===== config.mk =====
export PLATFORM = sky130hd
export DESIGN_NAME = fetch_stage_flat
export DESIGN_NICKNAME = d
export VERILOG_FILES = /design/src/rtl/cpu_pkg.sv /design/src/rtl/fetch_stage_if.sv /design/src/rtl/fetch_skid_buf.sv /design/src/rtl/fetch_stage.sv /design/src/flat_wrapper.sv
export SDC_FILE = /design/constraint.sdc
export NUM_CORES = 1
export LEC_CHECK = 0
export ABC_AREA = 1
export BUFFER_PORTS_ARGS = -buffer_cell sky130_fd_sc_hd__buf_2
export CAP_MARGIN = 20
export CELL_PAD_IN_SITES_DETAIL_PLACEMENT = 1
export CELL_PAD_IN_SITES_GLOBAL_PLACEMENT = 1
export CORE_ASPECT_RATIO = 1.25
export CORE_MARGIN = 1
export CORE_UTILIZATION = 34
export DETAILED_ROUTE_END_ITERATION = 10
export PLACE_DENSITY = 0.85
export SLEW_MARGIN = 25
export SYNTH_ARGS = -nofsm -noshare
export SYNTH_HDL_FRONTEND = slang
export SYNTH_HIERARCHICAL = 1
export SYNTH_SLANG_ARGS = --single-unit

===== constraint.sdc =====
create_clock -name clk -period 1.7 [get_ports clk]
set_input_delay 0.17 -clock clk [delete_from_list [all_inputs] [get_ports clk]]
set_output_delay 0.17 -clock clk [all_outputs]
set_load 0.01 [all_outputs]

===== src/rtl/cpu_pkg.sv =====
// ============================================================================
// cpu_pkg : shared opcode constants, instruction width and fetch FSM states
// Rev 1.0
// ============================================================================
`default_nettype none

package cpu_pkg;

  localparam int INSTR_W = 32;

  localparam logic [5:0] OP_RTYPE = 6'b000000;
  localparam logic [5:0] OP_LW    = 6'b100011;
  localparam logic [5:0] OP_SW    = 6'b101011;
  localparam logic [5:0] OP_ADDI  = 6'b001000;

  localparam logic [INSTR_W-1:0] NOP_INSTR = 32'h0000_0000;

  typedef enum logic [0:0] {
    REQ  = 1'b0,
    FULL = 1'b1
  } fetch_state_t;

  // Primary opcode field of a MIPS word.
  function automatic logic [5:0] instr_opcode(input logic [INSTR_W-1:0] instr);
    return instr[31:26];
  endfunction

endpackage

`default_nettype wire


===== src/rtl/fetch_stage_if.sv =====
// ============================================================================
// fetch_stage_if : instruction-memory req/ready handshake between fetch and imem
// Rev 1.0
// ============================================================================
`default_nettype none

interface fetch_stage_if #(
  parameter int ADDR_W  = 32,
  parameter int INSTR_W = 32
);

  logic               imem_req;
  logic [ADDR_W-1:0]  imem_addr;
  logic               imem_ready;
  logic [INSTR_W-1:0] imem_rdata;

  modport master (
    output imem_req,
    output imem_addr,
    input  imem_ready,
    input  imem_rdata
  );

  modport slave (
    input  imem_req,
    input  imem_addr,
    output imem_ready,
    output imem_rdata
  );

endinterface

`default_nettype wire


===== src/rtl/fetch_skid_buf.sv =====
// ============================================================================
// fetch_skid_buf : one-entry holding register for a word returned during stall
// Rev 1.0
// ============================================================================
`default_nettype none

module fetch_skid_buf
  import cpu_pkg::*;
#(
  parameter int ADDR_W  = 32,
  parameter int INSTR_W = 32
) (
  input  wire logic               clk,
  input  wire logic               reset,
  input  wire logic               load,
  input  wire logic               drain,
  input  wire logic               flush,
  input  wire logic [INSTR_W-1:0] in_instr,
  input  wire logic [ADDR_W-1:0]  in_pc,
  output logic                    valid,
  output logic [INSTR_W-1:0]      instr,
  output logic [ADDR_W-1:0]       pc
);

  // Flush beats load: a redirect must never leave a stale word behind.
  always_ff @(posedge clk) begin
    if (reset || flush) begin
      valid <= 1'b0;
      instr <= INSTR_W'(NOP_INSTR);
      pc    <= '0;
    end else if (load) begin
      valid <= 1'b1;
      instr <= in_instr;
      pc    <= in_pc;
    end else if (drain) begin
      valid <= 1'b0;
      instr <= INSTR_W'(NOP_INSTR);
    end
  end

endmodule

`default_nettype wire


===== src/rtl/fetch_stage.sv =====
// ============================================================================
// fetch_stage : PC, imem request, skid-protected output register to decoder.
// Optional macro FETCH_ALIGN_CHECK_EN: word-align redirects, sticky misalign_err.
// Rev 1.0
// ============================================================================
`default_nettype none

module fetch_stage
  import cpu_pkg::*;
#(
  parameter int                ADDR_W   = 32,
  parameter logic [ADDR_W-1:0] RESET_PC = 32'h0000_0000,
  parameter int                INSTR_W  = 32
) (
  input  wire logic               clk,
  input  wire logic               reset,
  fetch_stage_if.master           imem,
  input  wire logic               stall,
  input  wire logic               redirect,
  input  wire logic [ADDR_W-1:0]  redirect_pc,
  output logic                    out_valid,
  output logic [INSTR_W-1:0]      out_instr,
  output logic [ADDR_W-1:0]       out_pc,
  output logic [ADDR_W-1:0]       out_pc_plus4,
  output logic [5:0]              opcode,
  output logic [5:0]              funct,
  output logic [4:0]              rs,
  output logic [4:0]              rt,
  output logic [4:0]              rd,
  output logic [15:0]             imm,
  output logic                    misalign_err
);

  localparam logic [ADDR_W-1:0] C_PC_STEP = ADDR_W'(4);

  fetch_state_t       r_state;
  logic [ADDR_W-1:0]  r_pc;
  logic [ADDR_W-1:0]  w_redirect_target;

  logic               w_skid_load;
  logic               w_skid_drain;
  logic               w_skid_valid;
  logic [INSTR_W-1:0] w_skid_instr;
  logic [ADDR_W-1:0]  w_skid_pc;

  assign imem.imem_req  = (r_state == REQ) && !reset;
  assign imem.imem_addr = r_pc;

  // Word arrives while the output register is occupied and held.
  assign w_skid_load  = !redirect && (r_state == REQ) && imem.imem_ready && out_valid && stall;
  assign w_skid_drain = !redirect && (r_state == FULL) && !stall;

`ifdef FETCH_ALIGN_CHECK_EN
  logic r_misalign;

  assign w_redirect_target = {redirect_pc[ADDR_W-1:2], 2'b00};
  assign misalign_err      = r_misalign;

  always_ff @(posedge clk) begin
    if (reset) begin
      r_misalign <= 1'b0;
    end else if (redirect && (redirect_pc[1:0] != 2'b00)) begin
      r_misalign <= 1'b1;
    end
  end
`else
  assign w_redirect_target = redirect_pc;
  assign misalign_err      = 1'b0;
`endif

  fetch_skid_buf #(
    .ADDR_W  (ADDR_W),
    .INSTR_W (INSTR_W)
  ) u_skid (
    .clk      (clk),
    .reset    (reset),
    .load     (w_skid_load),
    .drain    (w_skid_drain),
    .flush    (redirect),
    .in_instr (imem.imem_rdata),
    .in_pc    (r_pc),
    .valid    (w_skid_valid),
    .instr    (w_skid_instr),
    .pc       (w_skid_pc)
  );

  always_ff @(posedge clk) begin
    if (reset) begin
      r_state      <= REQ;
      r_pc         <= RESET_PC;
      out_valid    <= 1'b0;
      out_instr    <= INSTR_W'(NOP_INSTR);
      out_pc       <= '0;
      out_pc_plus4 <= '0;
    end else if (redirect) begin
      // Any word returned this cycle belongs to the abandoned path.
      r_state   <= REQ;
      r_pc      <= w_redirect_target;
      out_valid <= 1'b0;
      out_instr <= INSTR_W'(NOP_INSTR);
    end else begin
      case (r_state)
        REQ: begin
          if (imem.imem_ready) begin
            r_pc <= r_pc + C_PC_STEP;
            if (!out_valid || !stall) begin
              out_valid    <= 1'b1;
              out_instr    <= imem.imem_rdata;
              out_pc       <= r_pc;
              out_pc_plus4 <= r_pc + C_PC_STEP;
            end else begin
              r_state <= FULL;
            end
          end else if (out_valid && !stall) begin
            out_valid <= 1'b0;
            out_instr <= INSTR_W'(NOP_INSTR);
          end
        end
        FULL: begin
          if (!stall) begin
            out_valid    <= w_skid_valid;
            out_instr    <= w_skid_instr;
            out_pc       <= w_skid_pc;
            out_pc_plus4 <= w_skid_pc + C_PC_STEP;
            r_state      <= REQ;
          end
        end
        default: r_state <= REQ;
      endcase
    end
  end

  // Decode fields are plain slices; a bubble carries NOP so they read zero.
  assign opcode = instr_opcode(out_instr);
  assign funct  = out_instr[5:0];
  assign rs     = out_instr[25:21];
  assign rt     = out_instr[20:16];
  assign rd     = out_instr[15:11];
  assign imm    = out_instr[15:0];

endmodule

`default_nettype wire

===== src/flat_wrapper.sv =====
// flat-port wrapper written by rule: the top's interface ports become plain ports
module fetch_stage_flat import cpu_pkg::*;
#(
  parameter int                ADDR_W   = 32,
  parameter logic [ADDR_W-1:0] RESET_PC = 32'h0000_0000,
  parameter int                INSTR_W  = 32
)
  (clk, reset, stall, redirect, redirect_pc, out_valid, out_instr, out_pc, out_pc_plus4, opcode, funct, rs, rt, rd, imm, misalign_err, imem_imem_req, imem_imem_addr, imem_imem_ready, imem_imem_rdata);
  fetch_stage_if #(.ADDR_W(ADDR_W), .INSTR_W(INSTR_W)) imem_i ();
  input  wire logic clk;
  input  wire logic reset;
  input  wire logic stall;
  input  wire logic redirect;
  input  wire logic [ADDR_W-1:0] redirect_pc;
  output logic out_valid;
  output logic [INSTR_W-1:0] out_instr;
  output logic [ADDR_W-1:0] out_pc;
  output logic [ADDR_W-1:0] out_pc_plus4;
  output logic [5:0] opcode;
  output logic [5:0] funct;
  output logic [4:0] rs;
  output logic [4:0] rt;
  output logic [4:0] rd;
  output logic [15:0] imm;
  output logic misalign_err;
  output wire logic [$bits(imem_i.imem_req)-1:0] imem_imem_req;
  output wire logic [$bits(imem_i.imem_addr)-1:0] imem_imem_addr;
  input wire logic [$bits(imem_i.imem_ready)-1:0] imem_imem_ready;
  input wire logic [$bits(imem_i.imem_rdata)-1:0] imem_imem_rdata;
  assign imem_imem_req = imem_i.imem_req;
  assign imem_imem_addr = imem_i.imem_addr;
  assign imem_i.imem_ready = imem_imem_ready;
  assign imem_i.imem_rdata = imem_imem_rdata;
  fetch_stage #(.ADDR_W(ADDR_W), .RESET_PC(RESET_PC), .INSTR_W(INSTR_W)) u_core (.clk(clk), .reset(reset), .imem(imem_i), .stall(stall), .redirect(redirect), .redirect_pc(redirect_pc), .out_valid(out_valid), .out_instr(out_instr), .out_pc(out_pc), .out_pc_plus4(out_pc_plus4), .opcode(opcode), .funct(funct), .rs(rs), .rt(rt), .rd(rd), .imm(imm), .misalign_err(misalign_err));
endmodule

After elaboration in Yosys (flattened, before gate mapping)
Cells that the tools add are included.
- register bits: 195
- bits in latches: 0
- bits in writable memories: 0
- memory bits (read-only): 0
- bits of input ports: 69
- output and inout bits: 174
- word-level logic and storage cells: 68
- memories: 0
- add/subtract/negate cells: 2
- multiply operators: 0
- div/mod/pow operators: 0
- order comparisons: 0
- equal/unequal tests: 6
- shift operators: 0
- mux-type cells: 29
- bitwise gates (word level): 2
- reductions and logical operators: 20
- operator list (cell ; count):
    32-bit 2-to-1 mux ; 15
    32-bit case mux with 2 select lines ; 3
    32-bit by 3-bit adder with 32-bit output (second input constant) ; 2
    1-bit 2-to-1 mux ; 9
    1-bit logical AND ; 8
    2-bit inequality test (second input constant) ; 4
    3-bit inequality test (second input constant) ; 2
    1-bit zero test ; 4
    1-bit case mux with 2 select lines ; 2
    4-bit AND reduction ; 1
    2-bit nonzero test ; 2
    3-bit AND reduction ; 1
    1-bit logical OR ; 2
    1-bit inverter ; 2
    2-bit AND reduction ; 1
    2-bit OR reduction ; 1

Logic depth before layout (Yosys ltp)
- word-level depth: 6
- gate-level depth with buffers: 12
- depth with buffers taken out: 12

Modules after synthesis
Netlist, hierarchy kept.
- modules (own cells, without submodules) (module ; instances ; cells an instance ; area each (um^2) ; seq. area each (um^2)):
    fetch_stage ; 1 ; 1117 ; 7523.5 ; 2562.5
    fetch_skid_buf ; 1 ; 282 ; 2442.3 ; 1301.2

Worst setup path after synthesis
Ideal clock, no wire load.
- kind: reg2reg
- start point: reg u_core.r_pc[3], in the netlist u_core/imem.imem_addr[3]
- end point: reg u_core.out_pc_plus4[28]
- setup time: 0.113 ns
- arrival time: 1.488 ns
- data required time: 1.587 ns
- slack: 0.099 ns
- stages on the path, launching flop included: 13
- path buffers: 0
- period minus slack after synthesis: 1.601 ns
- path through: dfxtp_1 > ha_1 > nand3_2 > inv_1 > nand2_4 > nor2_4 > nand2_1 > nand2_1 > nand2_1 > nand2_1 > nand2_1 > o21ai_1 > inv_1
- cells in the longest elaborated chain, start to end: 4
- ends and longest elaborated chain (what ; line ; RTL):
    start, declared ; fetch_stage.sv:37 ; logic [ADDR_W-1:0] r_pc;
    start signal, assigned ; fetch_stage.sv:98 ; r_pc <= w_redirect_target;
    start signal, assigned ; fetch_stage.sv:105 ; r_pc <= r_pc + C_PC_STEP;
    32-bit by 3-bit adder with 32-bit output ; fetch_stage.sv:110 ; out_pc_plus4 <= r_pc + C_PC_STEP;
    32-bit 2-to-1 mux ; fetch_stage.sv:106 ; if (!out_valid || !stall) begin
    32-bit 2-to-1 mux ; fetch_stage.sv:104 ; if (imem.imem_ready) begin
    32-bit case mux with 2 select lines ; fetch_stage.sv:102 ; case (r_state)
    end signal, assigned ; fetch_stage.sv:110 ;
    end signal, assigned ; fetch_stage.sv:124 ; out_pc_plus4 <= w_skid_pc + C_PC_STEP;
    end, declared ; fetch_stage.sv:24 ; output logic [ADDR_W-1:0] out_pc_plus4,
Every way passes these cells. The select of a mux whose other input is x is not followed.
A chain may end at the register's enable or synchronous reset.

Worst setup path after layout
- start point: reg u_core.r_state
- end point: out imem_imem_req
- cells in the longest elaborated chain, start to end: 2
- ends and longest elaborated chain (what ; line ; RTL):
    start, declared ; fetch_stage.sv:36 ; fetch_state_t r_state;
    start signal, assigned ; fetch_stage.sv:89 ; r_state <= REQ;
    start signal, assigned ; fetch_stage.sv:97 ; r_state <= REQ;
    start signal, assigned ; fetch_stage.sv:112 ; r_state <= FULL;
    1-bit inverter ; fetch_stage.sv:46 ; assign imem.imem_req = (r_state == REQ) && !reset;
    1-bit logical AND ; fetch_stage.sv:46 ;
    end, declared ; flat_wrapper.sv:26 ; output wire logic [$bits(imem_i.imem_req)-1:0] imem_imem_req;
Every way passes these cells.

==> summary.md <==
The flow ran to the end, and the final reports show no timing, DRC or antenna violations. The critical path is of the reg2out type. Setup violation total in the final timing report: 0. The tools report the initial standard-cell utilization of the core as 0.348. The number of antenna violations at the first check in global routing was 1. The static power due to leakage was 5.44 nW; the vias after detailed routing was 10800.

The tools report the buffer cell driving the clock tree root as sky130_fd_sc_hd__clkbuf_16. The logs give 0 for the remaining design rule violation count and 0 for the count of antenna-violating nets left after detailed routing. The tools report the synthesized instance count as 1399. The longest clock path from root to sink contains 2 buffers.

The tools report the final sum of negative setup slack as 0 ns. Summing every instance area after synthesis gives 0.00997 mm2. Setup repair after global routing could not meet its margin everywhere. The overall power consumption is 10.0 mW, and the remaining global-route overflow is 0.

Synthesis produced a netlist with a net count of 1470. The ratio of cells with drive above 1 in the final layout was 0.303; the detailed placement HPWL was 27100 um. Dividing the detail-routed via count by the number of cells gives 5.17. From bottom edge to top edge, the die measures 193 um.

Relative to the synthesized area, the layout overhead comes to 29.4%. The part of the cycle the worst path needs is 0.977, and the worst setup slack before clock tree synthesis is -0.0494 ns. The post-route core utilization was 0.450; the highest fanout seen on the critical path was 62.

The post-synthesis compound-gate area fraction was 0.177. For this block, the initial DRC count from the detailed router was 473. Startpoint class of the critical path: a flip-flop. In this run the horizontal extent of the chip is 155 um.

The number of global-route vias before repair was 11000. The launch point of the critical path was u_core/r_state. The fraction of the mapped netlist area in adder cells works out to 0.00251. The largest total area in the synthesized netlist belongs to sky130_fd_sc_hd__dfxtp_1.

The register-to-register setup slack was 0.05 ns; the minimum clock period after layout was 1.66 ns. In this run the worst hold path is classified as in2reg. The hold violation count in the final report was 0. Dividing the detail-routed wire length by the instance count gives 18.4 um. The top-area cell type share of the netlist area is 0.388. The worst clock skew on the final layout is 0.0140 ns, and the post-synthesis average cell area is 7.12 um2. The tools report the share of the yosys chip area belonging to registers as 0.388. In this run the critical register-to-register path is captured at u_core/out_pc_plus4[25].

The number of max-slew violations in the final report is 0, and the number of ports placed on the die boundary is 243. The worst endpoint required time was 1.53 ns; the number of filler cells placed in the layout was 3714. STA puts the critical path data arrival time at 1.49 ns. The post-synthesis xor/xnor area fraction was 0.0235; the count of synthesis-stage warnings from yosys was 6. The H-tree depth reported by CTS was 4; the die area was 0.0300 mm2.

The net count of the finished layout is 1749, and the post-synthesis sequential element count is 193. Measured in cells, the most critical reg-to-reg path has a length of 9. After detailed placement, the total cell area comes to 0.0118 mm2. The aggregate routed wire length came out at 38400 um. The placeable core region was 0.0287 mm2. The finished cells cover 0.0129 mm2. For the worst-skew pair, the clock arrives at the later sink with an insertion delay of 0.44 ns.

The logs give 0 for the number of violations of the max-capacitance limit and 5 for the total iterations of the first detailed-routing run. The worst hold path depth works out to 3. The startpoint of the worst-slack reg-to-reg timing path was u_core/u_skid/pc[3].

The largest family of logic cells by synthesized area was simple AND/OR/NAND/NOR gates. In the post-synthesis netlist, the biggest area contributors are sky130_fd_sc_hd__dfxtp_1 (39%), sky130_fd_sc_hd__nand2_1 (17%), sky130_fd_sc_hd__a21oi_1 (4.9%). Across the VDD grid, the largest voltage drop is 525 uV. TritonCTS built the clock tree. Based on the critical path, the design can be clocked at up to 602 MHz.

The CTS sink count was 193; the count of port buffers added during placement was 241. The most critical setup path has its endpoint at imem_imem_req. The first global-routing pass estimated 59600 um of wire. The final RePlAce weighted congestion came out at 0.931.

The tools report the critical path capture point type as an output port. The number of different library cells in the post-synthesis netlist is 38. The overall track demand over capacity in global routing is 0.253, and the proportion of synthesized area in mux cells is 0.

The basic-gate share of the synthesized area counting and, or, nand and nor cells works out to 0.298. Buffers inserted during clock tree synthesis total 17. After clock tree synthesis, the clock-pin slew on the worst setup and hold paths is 0.07 ns.

In this run the core area contains 69 standard-cell rows. Pin count of the biggest net entering global routing: 63. Setup slack closes at 0.0385 ns. Dividing total power by cell area gives a power density of 778 mW/mm2.
[area by class of cell]
| cell class | instances | area, um2 | area share |
|---|---|---|---|
| Multi-Input combinational cell | 1013 | 5120 | 0.397 |
| Sequential cell | 193 | 3900 | 0.302 |
| Timing Repair Buffer | 388 | 2610 | 0.202 |
| Tap cell | 390 | 488 | 0.0378 |
| Clock buffer | 22 | 475 | 0.0369 |
| Inverter | 65 | 244 | 0.0189 |
| Clock inverter | 8 | 56.3 | 0.00437 |
| Antenna cell | 2 | 5.00 | 0.000388 |
[placed cells by master (no fill, tap or decap), types with 14 or more instances in the layout]
cell type,count
sky130_fd_sc_hd__a21oi_1,98
sky130_fd_sc_hd__a21oi_2,18
sky130_fd_sc_hd__a22oi_1,33
sky130_fd_sc_hd__a31oi_1,58
sky130_fd_sc_hd__buf_12,16
sky130_fd_sc_hd__buf_2,241
sky130_fd_sc_hd__buf_4,93
sky130_fd_sc_hd__clkbuf_16,18
sky130_fd_sc_hd__dfxtp_1,172
sky130_fd_sc_hd__dfxtp_2,18
sky130_fd_sc_hd__dlygate4sd3_1,37
sky130_fd_sc_hd__inv_1,60
sky130_fd_sc_hd__nand2_1,440
sky130_fd_sc_hd__nand2_2,28
sky130_fd_sc_hd__nand3_1,58
sky130_fd_sc_hd__nor2_1,89
sky130_fd_sc_hd__nor2_2,22
sky130_fd_sc_hd__nor2_4,22
sky130_fd_sc_hd__o21ai_0,79
sky130_fd_sc_hd__xor2_1,14
[per-stage QoR]
stage / instances / hold slack (ns)
after floorplan: 1399 / 0.305
after global placement: 2004 / 0.396
after detailed placement: 2004 / 0.421
after CTS: 2071 / 0.000845
after global routing: 2079 / 0.00772
final: 2081 / 0.0174
[synth_stat cells]
library cell	number
sky130_fd_sc_hd__a211oi_1	6
sky130_fd_sc_hd__a21o_1	2
sky130_fd_sc_hd__a21oi_1	98
sky130_fd_sc_hd__a21oi_2	18
sky130_fd_sc_hd__a22oi_1	33
sky130_fd_sc_hd__a311oi_1	1
sky130_fd_sc_hd__a31oi_1	58
sky130_fd_sc_hd__and2_1	3
sky130_fd_sc_hd__buf_12	2
sky130_fd_sc_hd__buf_2	24
sky130_fd_sc_hd__buf_4	52
sky130_fd_sc_hd__buf_6	10
sky130_fd_sc_hd__buf_8	4
sky130_fd_sc_hd__clkbuf_1	36
sky130_fd_sc_hd__conb_1	1
sky130_fd_sc_hd__dfxtp_1	193
sky130_fd_sc_hd__ha_1	2
sky130_fd_sc_hd__inv_1	63
sky130_fd_sc_hd__inv_2	2
sky130_fd_sc_hd__nand2_1	441
sky130_fd_sc_hd__nand2_2	28
sky130_fd_sc_hd__nand2_4	4
sky130_fd_sc_hd__nand3_1	58
sky130_fd_sc_hd__nand3_2	3
sky130_fd_sc_hd__nand3b_1	8
sky130_fd_sc_hd__nand4_1	1
sky130_fd_sc_hd__nor2_1	106
sky130_fd_sc_hd__nor2_2	13
sky130_fd_sc_hd__nor2_4	14
sky130_fd_sc_hd__nor2_8	2
sky130_fd_sc_hd__nor3_1	1
sky130_fd_sc_hd__o211ai_1	4
sky130_fd_sc_hd__o21ai_0	79
sky130_fd_sc_hd__o21ai_1	3
sky130_fd_sc_hd__or2_1	1
sky130_fd_sc_hd__xnor2_1	7
sky130_fd_sc_hd__xor2_1	16
sky130_fd_sc_hd__xor2_2	2
[worst min-delay path by stage]
stage / endpoint / startpoint
floorplan: u_core/imem.imem_addr[0] / redirect_pc[0]
global placement: u_core/imem.imem_addr[1] / redirect_pc[1]
detailed placement: u_core/imem.imem_addr[1] / redirect_pc[1]
global route: u_core/imem.imem_addr[13] / redirect_pc[13]
finish: u_core/imem.imem_addr[13] / redirect_pc[13]
CTS: u_core/imem.imem_addr[15] / redirect_pc[15]
[routing by layer]
layer / vias to the layer above / track usage / wire, um
met5: - / 0 / 13
met4: 2 / 0.108 / 1330
met3: 77 / 0.0385 / 1820
met2: 351 / 0.460 / 19900
met1: 5237 / 0.291 / 15300
li1: 5085 / - / -
[cells by family (layout without fill, tap and decap cells)]
kind of cell               after synthesis  in the layout
other                                    1              3
xor gates and xnor gates                25             25
and+or+nand+nor                        683            683
adders and majority gates                2              2
buffers and inverters                  193            483
AOI/OAI and AO/OA                      302            302
DFF                                    193            193
[report_power, final]
part           internal (mW)  switching (mW)
Combinational          0.567           0.816
Sequential              4.69           0.147
Clock                   1.98            1.83
Total                   7.24            2.79
[registers in the layout, indices dropped and copies added, names as in the netlist]
name	flops
u_core/imem.imem_addr	32
u_core/out_instr	32
u_core/out_pc	32
u_core/out_pc_plus4	30
u_core/out_valid	1
u_core/r_state	1
u_core/u_skid/instr	32
u_core/u_skid/pc	32
u_core/u_skid/valid	1
[critical path, cell delays in order (launching register included)]
cell and delay [ns]:
sky130_fd_sc_hd__dfxtp_4 0.42, sky130_fd_sc_hd__buf_12 0.27, sky130_fd_sc_hd__nor2_1 0.12, sky130_fd_sc_hd__buf_2 0.16
[what timing repair did]
item / CTS / global route
gates cloned: 0 / 0
buffers inserted: 0 / 8
resized for setup: 5 / 51
endpoints found under the setup margin: 13 / 68
hold endpoints to repair: 37 / 0
hold buffers: 37 / 0
pin swaps: 0 / 9
Note: power is estimated with default switching activity, not from simulation.
